[src/rtl/vga_pkg.sv]
// Shared constants for the VGA display path: pixel clock rate and the
// cursor blink half-period expressed in pixel-clock cycles.
package vga_pkg;

  localparam int unsigned PIX_CLK_HZ         = 25_000_000;
  localparam int unsigned CURSOR_HALF_PERIOD = PIX_CLK_HZ / 2;

endpackage : vga_pkg

[src/rtl/cursor.sv]
// Text-cursor blink generator: flash_on toggles every HALF_PERIOD cycles while
// enabled, restart forces a fresh visible phase, tick pulses on every toggle.
module cursor
  import vga_pkg::*;
#(
  parameter int unsigned HALF_PERIOD   = CURSOR_HALF_PERIOD,
  parameter bit          START_VISIBLE = 1'b0
) (
  input  logic clk,
  input  logic rst,
  input  logic en,
  input  logic restart,
  output logic flash_on,
  output logic tick
);

  localparam int unsigned CW = $clog2(HALF_PERIOD + 1);
  localparam logic [CW-1:0] LAST = CW'(HALF_PERIOD - 1);

  logic [CW-1:0] cnt;

  // Branch order encodes priority: rst, restart, disable, then count/wrap.
  // NOTE: all state here is sequential, so every assignment is non-blocking;
  // blocking assignments would let later statements see updated values.
  always_ff @(posedge clk) begin
    if (rst) begin
      cnt      <= '0;
      flash_on <= START_VISIBLE;
      tick     <= 1'b0;
    end else if (restart) begin
      cnt      <= '0;
      flash_on <= 1'b1;
      tick     <= 1'b0;
    end else if (!en) begin
      cnt      <= '0;
      flash_on <= 1'b0;
      tick     <= 1'b0;
    end else if (cnt == LAST) begin
      cnt      <= '0;
      flash_on <= ~flash_on;
      tick     <= 1'b1;
    end else begin
      cnt      <= cnt + CW'(1);
      tick     <= 1'b0;
    end
  end

endmodule : cursor

[config.mk]
export PLATFORM = sky130hd
export DESIGN_NAME = cursor
export DESIGN_NICKNAME = d
export VERILOG_FILES = /design/src/rtl/vga_pkg.sv /design/src/rtl/cursor.sv
export SDC_FILE = /design/constraint.sdc
export NUM_CORES = 1
export LEC_CHECK = 0
export ABC_CLOCK_PERIOD_IN_PS = 1560
export CAP_MARGIN = 20
export CORE_UTILIZATION = 40
export DETAILED_ROUTE_END_ITERATION = 10
export SETUP_SLACK_MARGIN = 0.05
export SLEW_MARGIN = 20
export SYNTH_ARGS = -nofsm -noshare
export SYNTH_HDL_FRONTEND = slang
export SYNTH_SLANG_ARGS = --single-unit
[constraint.sdc]
create_clock -name clk -period 1.56 [get_ports clk]
set_input_delay 0.156 -clock clk [delete_from_list [all_inputs] [get_ports clk]]
set_output_delay 0.156 -clock clk [all_outputs]
set_load 0.1 [all_outputs]
==> flow_metrics.env <==
export IMPL_rr_startpoint="cnt[1]$_SDFF_PP0_"
export IMPL_rsz0062_at_grt="true"
export IMPL_cts_sinks=26
export IMPL_power_density_nw_per_um2=602.1
export IMPL_max_freq_ghz=0.6487
export IMPL_die_area_um2=3391
export IMPL_synth_top_area_cell="dfxtp_1"
export IMPL_syn2layout_area_growth_pct=34.22
export IMPL_tns_ns=0
export IMPL_num_vias=1146
export IMPL_cap_violations=0
export IMPL_synth_fp_nets=149
export IMPL_crit_path_start="cnt[1]$_SDFF_PP0_"
export IMPL_cts_hold_buf=0
export IMPL_setup_violations_final=0
export IMPL_path_clk_slew_ns=0.13
export IMPL_total_leakage_power_nw=0.5952
export IMPL_peakVddDrop_uv=422.4
export IMPL_path_max_fanout=6
export IMPL_seq_area_frac_synth_pct=41.15
export IMPL_num_rows=20
export IMPL_fin_crit_ns=1.542
export IMPL_dpl_hpwl_um=2024
export IMPL_required_ns=1.77
export IMPL_status="completed"
export IMPL_drive_gt1_share_pct=38.37
export IMPL_fin_util_pct=56.07
export IMPL_end_kind="register"
export IMPL_grt_pass1_wl_um=4988
export IMPL_seqCellArea_um2=533.0
export IMPL_netlist_area_um2=1265
export IMPL_synth_area_leaders="dfxtp_1, xor2_1, nor2_1"
export IMPL_ys_warn_count=0
export IMPL_clockRootBuffer="clkbuf_4"
export IMPL_final_fill_count=280
export IMPL_via_per_inst=5.306
export IMPL_syn_inst=144
export IMPL_worst_pin_slew_ns=0.3156
export IMPL_cts_tree="yes"
export IMPL_cts_path_max_buffers=2
export IMPL_synth_cell_type_count=32
export IMPL_htree_levels=1
export IMPL_synth_seq_cells=26
export IMPL_crit_type="reg2reg"
export IMPL_gr_usage_all_layers_pct=19.45
export IMPL_port_buffer_count=5
export IMPL_synth_top_area_share_pct=41.15
export IMPL_async_reset_ff_share_pct=0
export IMPL_antenna_found_initial=0
export IMPL_synth_edf_count=0
export IMPL_routed_wl_um=2876
export IMPL_first_pass_iters=4
export IMPL_maxSlewViolCount=0
export IMPL_chipHeight_um=58.24
export IMPL_finalCritPeriodShare_pct=98.82
export IMPL_drtIter0Drc=29
export IMPL_cp_start_kind="register"
export IMPL_drc_errors=0
export IMPL_fp_dieW_um=58.24
export IMPL_multiInputGateArea_um2=795.8
export IMPL_max_slew_margin_pct=78.78
export IMPL_min_from="restart"
export IMPL_hold_viol=0
export IMPL_initial_core_util_pct=41.78
export IMPL_clock_skew_ns=0.008526
export IMPL_coreArea_um2=3028
export IMPL_clock_latency_ns=0.32
export IMPL_grt_pass1_vias=1112
export IMPL_hp_class="in2reg"
export IMPL_avgSynthCellArea_um2=8.784
export IMPL_fin_nets=179
export IMPL_cts_buffers=3
export IMPL_diodes=0
export IMPL_critPathArrivalTime_ns=1.75
export IMPL_io_pins=6
export IMPL_grt_max_degree=14
export IMPL_overflow=0
export IMPL_gp_congestion=0.7924
export IMPL_wl_per_cell_um=13.31
export IMPL_ys_flop_type="dfxtp_1"
export IMPL_drtAntennaViolNets=0
## registers in the layout (all words and copies together), names as in the netlist
| name | cells |
|---|---|
| flash_on | 1 |
| tick | 1 |
| cnt | 24 |
## cells in the final DEF, fill, tap and decap left out, types with 5 or more instances in the layout
master / netlist / layout
nand3_1: 5 / 5
dfxtp_2: 0 / 7
buf_4: 2 / 23
o21ai_0: 8 / 8
a21oi_2: 0 / 8
dfxtp_1: 26 / 18
and3_1: 6 / 5
nand2_1: 11 / 11
xor2_1: 11 / 11
nand4_1: 8 / 8
or3_1: 8 / 7
nor2_1: 16 / 12
## logic make-up (layout without fill, tap and decap cells)
logic type / after synthesis / after routing / synth area share, %
simple gates: 75 / 75 / 36.10
flops: 26 / 26 / 41.15
compound gates: 21 / 21 / 9.298
xor+xnor: 13 / 13 / 9.001
buf+inv: 8 / 36 / 3.461
fa+ha+maj: 1 / 1 / 0.9890
## layer usage
metal  GRT usage [%]  vias up  share of wire [%]
li1                -      580                  -
met1           23.33      538                 46
met2           34.32       26                 50
met3           3.348        2                3.3
met4           7.823        0               0.49
met5               0        -                  0
## worst max-delay path, cell delays in order, from the launching register on
cell and delay (ns):
dfxtp_2 0.39, ha_4 0.14, nand4_1 0.10, or3_4 0.37, o21ai_4 0.23, buf_6 0.18
a21oi_2 0.04
## cell usage after synthesis, types with 2 or more instances
cell type,count
dfxtp_1,26
nor2_1,16
nand2_1,11
xor2_1,11
a21oi_1,9
nand4_1,8
o21ai_0,8
or3_1,8
and3_1,6
and4_1,5
buf_2,5
nand3_1,5
buf_4,2
nand4_2,2
nor3_1,2
o31ai_1,2
or4_1,2
xnor2_1,2
## path summary, 6_finish.rpt
kind                                           end  slack [ns]  cells after the start
worst min register to register  cnt[21]$_SDFF_PP0_        0.53                      2
worst max register to register  cnt[21]$_SDFF_PP0_        0.02                      6
worst min-delay path               tick$_SDFF_PP0_        0.45                      2
worst max-delay path            cnt[21]$_SDFF_PP0_        0.02                      6
## through the flow
stage,total power (W),cells,setup slack (ns),instance area [um2],hold WS (ns)
after floorplan,0.0007171,144,0.05254,1306,0.2274
after global placement,0.0007420,206,0.0007377,1529,0.4379
after detailed placement,0.0007423,206,-0.05147,1529,0.4469
after CTS,0.001031,216,0.02015,1690,0.4370
after global routing,0.001068,216,-0.06809,1698,0.4409
final,0.001022,216,0.01848,1698,0.4493
## report_power, final
| group | internal, W | switching, W | leakage (nW) |
|---|---|---|---|
| clock network | 0.0000904 | 0.000195 | 0.0138 |
| registers | 0.000667 | 0.00000389 | 0.214 |
| logic | 0.0000320 | 0.0000347 | 0.368 |
| total | 0.000789 | 0.000233 | 0.595 |
## final cells by class
cell class	instances	area share (%)
Tap cell	44	3.242
Timing Repair Buffer	32	16.95
Multi-Input combinational cell	110	46.87
Inverter	1	0.2211
Sequential cell	26	31.39
Clock buffer	3	1.326
## repair_timing
action / in CTS / in global routing
gates cloned: 2 / 0
endpoints found under the setup margin: 25 / 26
pin swaps: 20 / 1
buffers inserted: 5 / 0
gates resized for setup: 31 / 2
No activity file was read; power rests on OpenSTA's default activity.
